`src/rtl/alpha_video_pkg.sv`:
```
// rtl/alpha_video_pkg.sv - DAC curve constants, pixel types and dither helpers for the RGB888 quantizer
package alpha_video_pkg;

   localparam logic [7:0] DAC_LEVEL [16] = '{
      8'h00, 8'h0B, 8'h1C, 8'h2E, 8'h42, 8'h51, 8'h62, 8'h70,
      8'h92, 8'hA1, 8'hB1, 8'hC0, 8'hD4, 8'hE3, 8'hF4, 8'hFF
   };

   // Midpoints between adjacent levels, rounded up so ties select the upper code.
   localparam logic [7:0] DAC_THRESH [15] = '{
      8'h06, 8'h14, 8'h25, 8'h38, 8'h4A, 8'h5A, 8'h69, 8'h81,
      8'h9A, 8'hA9, 8'hB9, 8'hCA, 8'hDC, 8'hEC, 8'hFA
   };

   typedef struct packed {
      logic [7:0] r;
      logic [7:0] g;
      logic [7:0] b;
   } rgb888_t;

   typedef struct packed {
      logic [3:0] r;
      logic [3:0] g;
      logic [3:0] b;
   } rgb444_t;

   // Indexed by {py, px}.
   localparam logic signed [9:0] DITHER_OFF [4] = '{-10'sd6, 10'sd2, 10'sd6, -10'sd2};

   function automatic logic [7:0] sat_add(input logic [7:0] v, input logic signed [9:0] off);
      logic signed [9:0] s;
      s = $signed({2'b00, v}) + off;
      if (s < 10'sd0) return 8'h00;
      if (s > 10'sd255) return 8'hFF;
      return s[7:0];
   endfunction

endpackage

```
`src/rtl/quant_stage.sv`:
```
// rtl/quant_stage.sv - one binary-search step deciding code bit BIT for a single channel
module quant_stage
   import alpha_video_pkg::*;
#(
   parameter int BIT = 3
) (
   input  logic       clk,
   input  logic       reset_n,
   input  logic       adv,
   input  logic       in_valid,
   input  logic [7:0] in_val,
   input  logic [3:0] in_code,
   output logic       out_valid,
   output logic [7:0] out_val,
   output logic [3:0] out_code
);

   logic       valid_q, valid_d;
   logic [7:0] val_q, val_d;
   logic [3:0] code_q, code_d;
   logic [3:0] cand;
   logic [7:0] thr;

   always_comb begin
      cand      = in_code;
      cand[BIT] = 1'b1;
      thr       = DAC_THRESH[cand - 4'd1];
      valid_d   = valid_q;
      val_d     = val_q;
      code_d    = code_q;
      if (adv) begin
         valid_d = in_valid;
         val_d   = in_val;
         code_d  = (in_val >= thr) ? cand : in_code;
      end
   end

   always_ff @(posedge clk) begin
      if (!reset_n) begin
         valid_q <= 1'b0;
         val_q   <= '0;
         code_q  <= '0;
      end else begin
         valid_q <= valid_d;
         val_q   <= val_d;
         code_q  <= code_d;
      end
   end

   assign out_valid = valid_q;
   assign out_val   = val_q;
   assign out_code  = code_q;

endmodule

```
`src/rtl/rgb888_to_dac4_quantizer.sv`:
```
// rtl/rgb888_to_dac4_quantizer.sv - 4-stage pipelined RGB888 to 4-bit DAC code quantizer
// Optional 2x2 ordered dither ahead of the first stage when RGB_QUANT_DITHER_EN is defined.
module rgb888_to_dac4_quantizer
   import alpha_video_pkg::*;
#(
   parameter int SB_W = 4
) (
   input  logic            clk,
   input  logic            reset_n,
   input  logic            in_valid,
   output logic            in_ready,
   input  logic [23:0]     in_rgb,
   input  logic [SB_W-1:0] in_sb,
   input  logic            in_sof,
   input  logic            in_eol,
   output logic            out_valid,
   input  logic            out_ready,
   output logic [11:0]     out_rgb4,
   output logic [SB_W-1:0] out_sb
);

   logic [4:0][2:0][7:0] val_w;
   logic [4:0][2:0][3:0] code_w;
   logic [4:0][2:0]      vld_w;
   logic                 adv;
   rgb888_t              pix;
   logic [SB_W-1:0]      sb_q [4];
   logic [SB_W-1:0]      sb_d [4];

   assign adv      = !(&vld_w[4]) || out_ready;
   assign in_ready = adv;

`ifdef RGB_QUANT_DITHER_EN
   logic                px_q, px_d, py_q, py_d, px_e, py_e;
   logic signed [9:0]   off;

   always_comb begin
      px_e  = in_sof ? 1'b0 : px_q;
      py_e  = in_sof ? 1'b0 : py_q;
      off   = DITHER_OFF[{py_e, px_e}];
      pix.r = sat_add(in_rgb[23:16], off);
      pix.g = sat_add(in_rgb[15:8], off);
      pix.b = sat_add(in_rgb[7:0], off);
      px_d  = px_q;
      py_d  = py_q;
      // Parity only moves on beats that actually enter the pipeline.
      if (in_valid && adv) begin
         px_d = in_eol ? 1'b0 : !px_e;
         py_d = in_eol ? !py_e : py_e;
      end
   end

   always_ff @(posedge clk) begin
      if (!reset_n) begin
         px_q <= 1'b0;
         py_q <= 1'b0;
      end else begin
         px_q <= px_d;
         py_q <= py_d;
      end
   end
`else
   logic unused_frame;
   assign unused_frame = in_sof ^ in_eol;
   assign pix          = in_rgb;
`endif

   assign val_w[0]  = {pix.r, pix.g, pix.b};
   assign code_w[0] = '0;
   assign vld_w[0]  = {3{in_valid}};

   for (genvar s = 0; s < 4; s++) begin : g_stage
      for (genvar c = 0; c < 3; c++) begin : g_ch
         quant_stage #(.BIT(3 - s)) u_stage (
            .clk      (clk),
            .reset_n  (reset_n),
            .adv      (adv),
            .in_valid (vld_w[s][c]),
            .in_val   (val_w[s][c]),
            .in_code  (code_w[s][c]),
            .out_valid(vld_w[s+1][c]),
            .out_val  (val_w[s+1][c]),
            .out_code (code_w[s+1][c])
         );
      end
   end

   always_comb begin
      sb_d = sb_q;
      if (adv) begin
         sb_d[0] = in_sb;
         for (int i = 1; i < 4; i++) sb_d[i] = sb_q[i-1];
      end
   end

   always_ff @(posedge clk) begin
      if (!reset_n) begin
         for (int i = 0; i < 4; i++) sb_q[i] <= '0;
      end else begin
         sb_q <= sb_d;
      end
   end

   logic unused_val;
   assign unused_val = ^val_w[4];

   assign out_valid = &vld_w[4];
   assign out_rgb4  = code_w[4];
   assign out_sb    = sb_q[3];

endmodule
```
`config.mk`:
```
export PLATFORM = sky130hd
export DESIGN_NAME = rgb888_to_dac4_quantizer
export DESIGN_NICKNAME = d
export VERILOG_FILES = /design/src/rtl/alpha_video_pkg.sv /design/src/rtl/quant_stage.sv /design/src/rtl/rgb888_to_dac4_quantizer.sv
export SDC_FILE = /design/constraint.sdc
export NUM_CORES = 1
export LEC_CHECK = 0
export ABC_AREA = 1
export BUFFER_PORTS_ARGS = -buffer_cell sky130_fd_sc_hd__buf_2
export CORE_ASPECT_RATIO = 0.75
export CORE_MARGIN = 5
export CORE_UTILIZATION = 62
export CTS_BUF_LIST = sky130_fd_sc_hd__clkbuf_2 sky130_fd_sc_hd__clkbuf_4 sky130_fd_sc_hd__clkbuf_8
export CTS_CLUSTER_SIZE = 25
export DETAILED_ROUTE_END_ITERATION = 8
export PLACE_DENSITY = 0.82
export SYNTH_ARGS = -nofsm -noshare
export SYNTH_HDL_FRONTEND = slang
export SYNTH_SLANG_ARGS = --single-unit
export TNS_END_PERCENT = 50
```
`constraint.sdc`:
```
create_clock -name clk -period 2.3 [get_ports clk]
set_clock_uncertainty 0.2 [all_clocks]
set_input_delay 0.23 -clock clk [delete_from_list [all_inputs] [get_ports clk]]
set_output_delay 0.23 -clock clk [all_outputs]
set_load 0.02 [all_outputs]
```
==> results of run 1 <==
[power by group]
part           internal [mW]  switching (mW)
combinational          0.318           0.437
clock                   1.10           0.894
sequential              2.24          0.0906
total                   3.66            1.42
[what timing repair did]
item | 4_1_cts | 5_1_grt
setup endpoints to repair | 0 | 0
endpoints found under the hold margin | 32 | 0
hold buffers | 29 | 0
[flip-flops by register name (all words and copies together) (netlist names)]
name / flops
g_stage.g_ch.u_stage.out_val: 72
out_sb: 4
g_stage.g_ch.u_stage.out_code: 30
sb_q: 12
g_stage.g_ch.u_stage.out_valid: 4
[Yosys cell counts (all sizes together)]
cell / number
o21ai: 117
nand4: 6
nor3b: 6
nand3: 9
nor3: 3
a21oi: 64
inv: 89
a211oi: 3
nor2: 176
nand2: 109
ha: 78
dfxtp: 122
clkbuf: 22
buf: 31
[final timing paths]
| path | from | to | slack [ns] | depth (start not counted) |
|---|---|---|---|---|
| setup / recovery | g_stage[2].g_ch[0].u_stage.out_code[1] | g_stage[3].g_ch[0].u_stage.out_code[0] | 0.39 | 10 |
| hold / removal | reset_n | g_stage[1].g_ch[2].u_stage.out_valid | 0.03 | 3 |
| setup reg to reg | g_stage[2].g_ch[0].u_stage.out_code[1] | g_stage[3].g_ch[0].u_stage.out_code[0] | 0.39 | 10 |
| hold reg to reg | g_stage[2].g_ch[1].u_stage.out_valid | g_stage[2].g_ch[1].u_stage.out_valid | 0.26 | 2 |
[placed cells by master (no fill, tap or decap), types with 6 or more instances in the layout]
cell,count
clkbuf_8,18
dfxtp_1,122
inv_1,87
buf_2,49
dlygate4sd3_1,29
nand2_1,108
o21ai_0,112
nand3_1,9
nor2_1,175
nor3b_1,6
nand4_1,6
ha_1,78
a21oi_1,64
[per-layer routing]
metal,vias to the layer above,track usage (%)
li1,2780,-
met4,0,8.000
met1,2460,28.56
met3,23,5.782
met2,115,38.21
met5,-,0
[cell type report]
cell class,instances,share of cell area [%]
clock buffers,18,3.480
multi-input cells,571,43.99
inverters,89,4.692
well taps,132,2.320
repair buffers,85,8.787
flip-flops and latches,122,34.31
clock inverters,14,2.425
[stage by stage]
| step | util, % | power, mW | area, um2 | std cells | hold slack (ns) |
|---|---|---|---|---|---|
| 2_1_floorplan | - | 2.906 | 6206 | 835 | 0.1576 |
| 3_3_place_gp | 65.83 | 3.028 | 6409 | 970 | 0.2384 |
| 3_5_place_dp | 65.83 | 3.086 | 6409 | 970 | 0.2449 |
| 4_1_cts | 73.13 | 5.116 | 7119 | 1031 | 0.005303 |
| 5_1_grt | 73.13 | 5.350 | 7119 | 1031 | 0.03713 |
| 6_report | 73.13 | 5.081 | 7119 | 1031 | 0.03092 |
[critical path, stage by stage, from the launching register on]
cell     delay (ns)
dfxtp_1        0.39
inv_1          0.11
ha_1           0.30
o21ai_0        0.17
ha_1           0.27
nand2_1        0.08
nor2_1         0.04
nor2_1         0.08
nand2_1        0.06
nand2_1        0.05
a21oi_1        0.05
[logic make-up (layout without fill, tap and decap cells)]
| logic type | after synthesis | in the layout | synth area share, % |
|---|---|---|---|
| and+or+nand+nor | 309 | 309 | 19.78 |
| buffers and inverters | 142 | 206 | 10.18 |
| DFF | 122 | 122 | 39.35 |
| AOI/OAI and AO/OA | 184 | 184 | 14.96 |
| adders and majority gates | 78 | 78 | 15.73 |
==> run metrics, run 1 <==
Final GP Congestion=0.8197; Multi-input gate area=3132 um2; share of the yosys chip area belonging to registers=39.35%; core area=9736 um2; hold crit path type=input pin to flip-flop; CP Capture Type=flip-flop; DR top layer=met4; setup TNS=0 ns; pin count of the biggest net entering global routing=98; number of global-route vias before repair=5303; Max rail drop VDD=643.6 uV; final setup vio count=0; GRT Total Usage=22.82%; yosys warns=0; full die area=12130 um2; Initial Utilization=63.75%; maxcap violations=0; CTS tree=yes; startpoint types=flip-flop; WL/cell=12.90 um; Place WS=0.4200 ns; Vias/cell=5.216; worst skew pair latency=0.44 ns; Overflow after GRT=0; crit path DAT=2.03 ns; CTS sink count=122; die width=125.5 um; Worst slew margin=71.92%; number of fill cells in the layout=731; ANT nets after route=0; Max Clk Rate=524.4 MHz; Synth area leader=dfxtp_1; htree depth=4; library cells used by synthesis=22; Buffers on Ports=49; # DRC=0; synthesis-stage register bit count=122; setup bufs post-CTS=0; first-pass GRT wire length=23490 um; min Tclk post-route=1.907 ns; RSZ-0062 raised after global routing=false; Num CTS Buffers=17; Mapped Area=6206 um2; Worst-path clk slew=0.08 ns; fin crit share=82.91%; Detailed Routing Iterations Pass 1=4; Worst Path Max Fanout=4; Crit Path Category=flip-flop to flip-flop; syn_area_per_cell=7.432 um2; final setup margin=0.3931 ns; post-DP HPWL=8831 um; Slew @ Worst Pin=0.4209 ns; Antenna diodes=0; cell leakage power=3.328 nW; Initial DRC Count=303; Final #Nets=998; initial antenna violation count=0; Detailed Route WL=13300 um; DRT met1 WL=6128 um; clk buf depth=2; Synth Instances=835; Final Max Slew Viols=0; row count=31; top cells by area, synth=dfxtp_1 39%, ha_1 16%, nor2_1 11%, o21ai_0 9.0%, nand2_1 6.5%; share of layout cells above drive strength 1=10.23%; pwr/cell area=713.7 nW/um2; Req. time, crit path=2.43 ns; PostCTS Resize Cnt=0; post-synth net total=947; area delta synth->final=14.72%; share of Yosys cell area claimed by the top area cell type=39.35%; chip height=96.65 um; Met3 Routed Length=672 um; WL met2=6235 um; vias after detailed routing=5378; Reg area=2442 um2; status=complete, no violations; clock root buffer=clkbuf_8; Fin. Hold Viols=0; I/O pins=52
(Power assumes the default switching activity.)
==> inputs of run 2 (changes only) <==
- CORE_UTILIZATION: 62 -> 56
- PLACE_DENSITY: 0.82 -> 0.78
- clock period: 2.3 -> 1.55 ns (I/O delays scaled with it)
==> run metrics, run 2 (synthesized netlist as in run 1, its figures left out) <==
status=finished, violations left; failing checks=setup timing; Switch Pwr=2.232 mW (+57%); fin crit share=111.0% (+28 points); GRT Total Usage=22.38% (-0.44 points); Multi-input gate area=3416 um2 (+9.1%); chip height=101.2 um (+4.7%); most frequent cells in the layout=173 x nor2_1, 110 x o21ai_0, 107 x dfxtp_1, 106 x nand2_1, 74 x inv_1; crit path DAT=1.83 ns (-0.20 ns); Final Max Slew Viols=0 (unchanged); Internal=5.750 mW (+57%); pwr/cell area=1020 nW/um2 (+43%); Finished Core Util=71.82% (-1.3 points); max reg flops=72 (unchanged); Clock power frac=39.4% (about the same); flop-to-flop setup slack=-0.17 ns (-0.56 ns); number of fill cells in the layout=809 (+11%); full die area=13310 um2 (+9.7%); Worst slew margin=82.00% (+10 points); combinational share of power=17.1% (+2.3 points); most common cell after layout, fill and taps aside=nor2_1; Flop pwr share=43.5% (-2.4 points); clock root buffer=clkbuf_8; Req. time, crit path=1.66 ns (-0.77 ns); core area=10900 um2 (+12%); most used cell, CP=nand2_1; critical-path cell list=inv_2, ha_4, a21oi_2, ha_1, nand2_1, nor2_1, nor2_1, nand2_1, nand2_1, a21oi_2; Reg area=2476 um2 (+1.4%); first-pass GRT wire length=24850 um (+5.8%); Max rail drop VDD=899.3 uV (+40%); sw frac=27.96% (about the same); cell leakage power=3.573 nW (+7.4%); Slew @ Worst Pin=0.2679 ns (-0.1530 ns); post-DP HPWL=8904 um (+0.82%); Buffers on Ports=49 (unchanged); Overflow after GRT=0 (unchanged); row count=33 (+6.5%); Antenna diodes=0 (unchanged); clk buf depth=2 (unchanged); Num CTS Buffers=17 (unchanged); maxcap violations=0 (unchanged); slowest cell delay on critical path=0.36 ns (-0.03 ns); CP Capture Type=flip-flop; min Tclk post-route=1.720 ns (-0.1871 ns); htree depth=4 (unchanged); CTS tree=yes; Initial Utilization=56.93% (-6.8 points); WL/cell=13.93 um (+8.0%); Place WS=-0.1532 ns (-0.5732 ns); hold crit path type=input pin to flip-flop; final setup vio count=6 (+6); pin count of the biggest net entering global routing=76 (-22%); CTS sink count=122 (unchanged); Hold-fix buffers, CTS=31 (+6.9%); Detailed Route WL=14970 um (+13%); startpoint types=flip-flop; Worst-path clk slew=0.08 ns (about the same); Worst Path Max Fanout=3 (-1); die width=131.6 um (+4.8%); vias after detailed routing=5569 (+3.6%); share of layout cells above drive strength 1=19.89% (+9.7 points); Vias/cell=5.180 (-0.69%); Fin. Hold Viols=0 (unchanged); fin area=7829 um2 (+10%); Initial DRC Count=390 (+29%); ANT nets after route=0 (unchanged); worst skew pair latency=0.44 ns (about the same); Max Clk Rate=581.4 MHz (+11%); setup TNS=-0.6117 ns (-0.6117 ns); Final #Nets=1035 (+3.7%); # DRC=0 (unchanged); Crit Path Category=flip-flop to flip-flop; Detailed Routing Iterations Pass 1=5 (+1); area delta synth->final=26.15%; I/O pins=52 (unchanged); Final GP Congestion=0.8266 (+0.84%); final setup margin=-0.1698 ns (-0.5629 ns); DP Area=6797 um2 (+6.1%); Slowest cell on crit path=dfxtp_2; initial antenna violation count=0 (unchanged); number of global-route vias before repair=5374 (+1.3%); RSZ-0062 raised after global routing=true
-- run 2: changes by cell type in the layout (fill, tap and decap cells not counted), sizes merged --
cell / change
buf: +35
dlygate4sd3: +2
clkinv: -1
inv: +2
bufinv: +1
clkinvlp: -3
-- run 2: final cells by class --
cell class / count / area share, %
multi-input cells: 571 / 43.63
flip-flops and latches: 122 / 31.63
repair buffers: 122 / 12.48
inverters: 89 / 4.395
clock buffers: 18 / 3.164
clock inverters: 13 / 2.461
well taps: 140 / 2.237
-- run 2: worst max-delay path, delay by kind of cell, from the launching register on --
family,cells,cell delay [ns]
buffers and inverters,1,0.06
AO/OA/AOI/OAI,2,0.09
adder cells (fa/ha/maj),2,0.55
AND/OR/NAND/NOR,5,0.35
flip-flops,1,0.36
-- run 2: power by group through the flow --
| stage | combinational (mW) | sequential [mW] | clock (mW) |
|---|---|---|---|
| floorplan | 0.842 | 3.49 | 0 |
| global placement | 1.12 | 3.52 | 0 |
| detailed placement | 1.15 | 3.53 | 0 |
| CTS | 1.28 | 3.46 | 3.18 |
| global route | 1.57 | 3.49 | 3.34 |
| finish | 1.37 | 3.47 | 3.14 |
-- run 2: layer usage --
| metal | track usage [%] | wire length [um] |
|---|---|---|
| met3 | 6.653 | 811 |
| met4 | 5.692 | 187 |
| met2 | 35.06 | 6679 |
| met1 | 30.63 | 7295 |
| met5 | 0 | 0 |
-- run 2: final timing paths --
check | from | endpoint | cells after the start
worst max-delay path | g_stage[2].g_ch[2].u_stage.out_code[1] | g_stage[3].g_ch[2].u_stage.out_code[0] | 10
worst min-delay path | out_ready | sb_q[4] | 5
worst max register to register | g_stage[2].g_ch[2].u_stage.out_code[1] | g_stage[3].g_ch[2].u_stage.out_code[0] | 10
worst min register to register | g_stage[0].g_ch[2].u_stage.out_val[3] | g_stage[0].g_ch[2].u_stage.out_val[3] | 2
-- run 2: timing repair --
action | 4_1_cts | 5_1_grt
buffers inserted | 0 | 0
endpoints found under the setup margin | 7 | 9
hold endpoints to repair | 33 | 1
resized for setup | 25 | 32
pin swaps | 17 | 12
-- run 2: metrics by stage --
step | cells | hold slack [ns] | power, mW
2_1_floorplan | 835 | 0.08261 | 4.336
3_3_place_gp | 1013 | 0.1793 | 4.643
3_5_place_dp | 1013 | 0.1855 | 4.682
4_1_cts | 1075 | 0.05672 | 7.926
5_1_grt | 1075 | -0.0002043 | 8.406
6_report | 1075 | 0.02340 | 7.982
==> inputs of run 3 (changes only) <==
- CORE_UTILIZATION: 56 -> 58
- PLACE_DENSITY: 0.78 -> 0.79
- SYNTH_HIERARCHICAL: unset -> 1
==> run metrics, run 3 <==
full die area=18920 um2 (+42%); Internal=6.507 mW (+13%); WP buf/inv=4 (+3); CTS tree=yes; Place WS=-0.5565 ns (-0.4033 ns); Buffers on Ports=49 (unchanged); final setup vio count=134 (+128); Final Max Slew Viols=0 (unchanged); sw frac=33.66% (+5.7 points); Overflow after GRT=0 (unchanged); startpoint types=flip-flop; Initial Utilization=59.00% (+2.1 points); Vias/cell=5.794 (+12%); clk buf depth=2 (unchanged); Clock power frac=32.2% (-7.2 points); clock root buffer=clkbuf_8; Req. time, crit path=1.75 ns (+0.09 ns); maxcap violations=0 (unchanged); met2 usage=49.52% (+14 points); WL/cell=18.37 um (+32%); Mapped Area=9420 um2 (+52%); Synth Instances=1319 (+58%); fin crit share=143.6% (+33 points); dpl cells=1669 (+65%); Max Clk Rate=449.3 MHz (-23%); most used cell, CP=buf_4; Initial DRC Count=1004 (+160%); Crit Path Category=flip-flop to flip-flop; max reg flops=72 (unchanged); Slowest cell on crit path=dfxtp_2; vias after detailed routing=10310 (+85%); Worst-path clk slew=0.09 ns (about the same); Finished Layout Cells=1780 (+66%); CTS sink count=148 (+21%); Pwr Total=9.810 mW (+23%); Detailed Routing Iterations Pass 1=6 (+1); Num CTS Buffers=17 (unchanged); chip height=120.4 um (+19%); htree depth=4 (unchanged); fin area=13390 um2 (+71%); Flop pwr share=42.8% (-0.7 points); final setup margin=-0.6759 ns (-0.5061 ns); initial antenna violation count=0 (unchanged); hold crit path type=input pin to flip-flop; cell leakage power=6.388 nW (+79%); ANT nets after route=0 (unchanged); combinational share of power=25.0% (+7.9 points); worst skew pair latency=0.47 ns (+0.03 ns); min Tclk post-route=2.226 ns (+0.5061 ns); GRT met3 Usage=5.617% (-1.0 points); core area=15970 um2 (+46%); Worst Path Max Fanout=3 (unchanged); number of global-route vias before repair=9590 (+78%); CP Capture Type=flip-flop; Finished Core Util=83.88% (+12 points); crit path DAT=2.42 ns (+0.59 ns); Final GP Congestion=0.8668 (+4.9%); slowest cell delay on critical path=0.36 ns (about the same); GRT Total Usage=28.47% (+6.1 points); first-pass GRT wire length=44320 um (+78%); CP top delay family=compound AO/OA/AOI/OAI gates; Switch Pwr=3.302 mW (+48%); GRT met1 Usage=34.25% (+3.6 points); failing checks=setup timing; # DRC=0 (unchanged); yosys warns=6 (+6); row count=40 (+21%); RSZ-0062 raised after global routing=true; most common cell after layout, fill and taps aside=nor2_1; setup TNS=-36.63 ns (-36.02 ns); DP Area=10630 um2 (+56%); I/O pins=52 (unchanged); most frequent cells in the layout=227 x nor2_1, 213 x nand2_1, 141 x ha_1, 124 x dfxtp_1, 119 x inv_1; GRT busiest layer=met2; hold slack=0.1726 ns (+0.1492 ns); Final #Nets=1742 (+68%); post-DP HPWL=15320 um (+72%); Max rail drop VDD=567.7 uV (-37%); syn_area_per_cell=7.142 um2 (-3.9%); pin count of the biggest net entering global routing=52 (-32%); share of layout cells above drive strength 1=31.97% (+12 points); die width=157.2 um (+19%); status=finished, violations left; Fin. Hold Viols=0 (unchanged); Antenna diodes=0 (unchanged); critical-path cell list=inv_4, buf_4, buf_4, ha_1, o21ai_0, nand2_1, o21ai_1, ha_2, inv_1, nor3b_2, nor2_1, a21oi_2; area delta synth->final=42.16%; pwr/cell area=732.5 nW/um2 (-28%); Detailed Route WL=32700 um (+120%)
## run 3: repair_timing
item	in CTS	in global routing
setup endpoints to repair	129	141
buffers inserted	21	18
pin swaps	118	87
gates cloned	16	3
hold buffers	30	0
gates resized for setup	294	173
hold endpoints to repair	51	0
## run 3: worst min-delay path, cell delays in order
cell,delay (ns)
buf_2,0.14
inv_1,0.23
nand3_1,0.16
nand2_1,0.04
nor2_1,0.07
## run 3: area by class of cell
cell class | count | area [um2]
clock buffers | 19 | 261.5
repair buffers | 215 | 2297
multi-input cells | 1028 | 6785
well taps | 210 | 262.8
inverters | 148 | 648.1
fillers | 854 | 2574
clock inverters | 12 | 131.4
flip-flops and latches | 148 | 3005
## run 3: final timing paths
kind	slack, ns	cells past startpoint	end	from
max	-0.68	12	g_stage[1].g_ch[0].u_stage/out_code[2]	g_stage[0].g_ch[0].u_stage/out_code[0]
min	0.17	5	out_sb[0]	out_ready
max reg2reg	-0.68	12	g_stage[1].g_ch[0].u_stage/out_code[2]	g_stage[0].g_ch[0].u_stage/out_code[0]
min reg2reg	0.29	2	out_sb[1]	sb_q[5]
## run 3: layer usage
metal  share of wire [%]  up-vias  routed length, um
met5                   0        -                  0
met4                 6.7        0               2186
met3                 7.9      232               2596
met2                  48      657              15750
met1                  37     4743              12160
li1                    -     4682                  -
## run 3: power by group through the flow
stage / logic (mW) / clock network (mW) / registers [mW]
global placement: 1.73 / 0 / 4.20
floorplan: 1.30 / 0 / 4.20
finish: 2.46 / 3.15 / 4.20
CTS: 2.02 / 3.08 / 4.15
detailed placement: 1.81 / 0 / 4.21
global route: 2.68 / 3.31 / 4.21
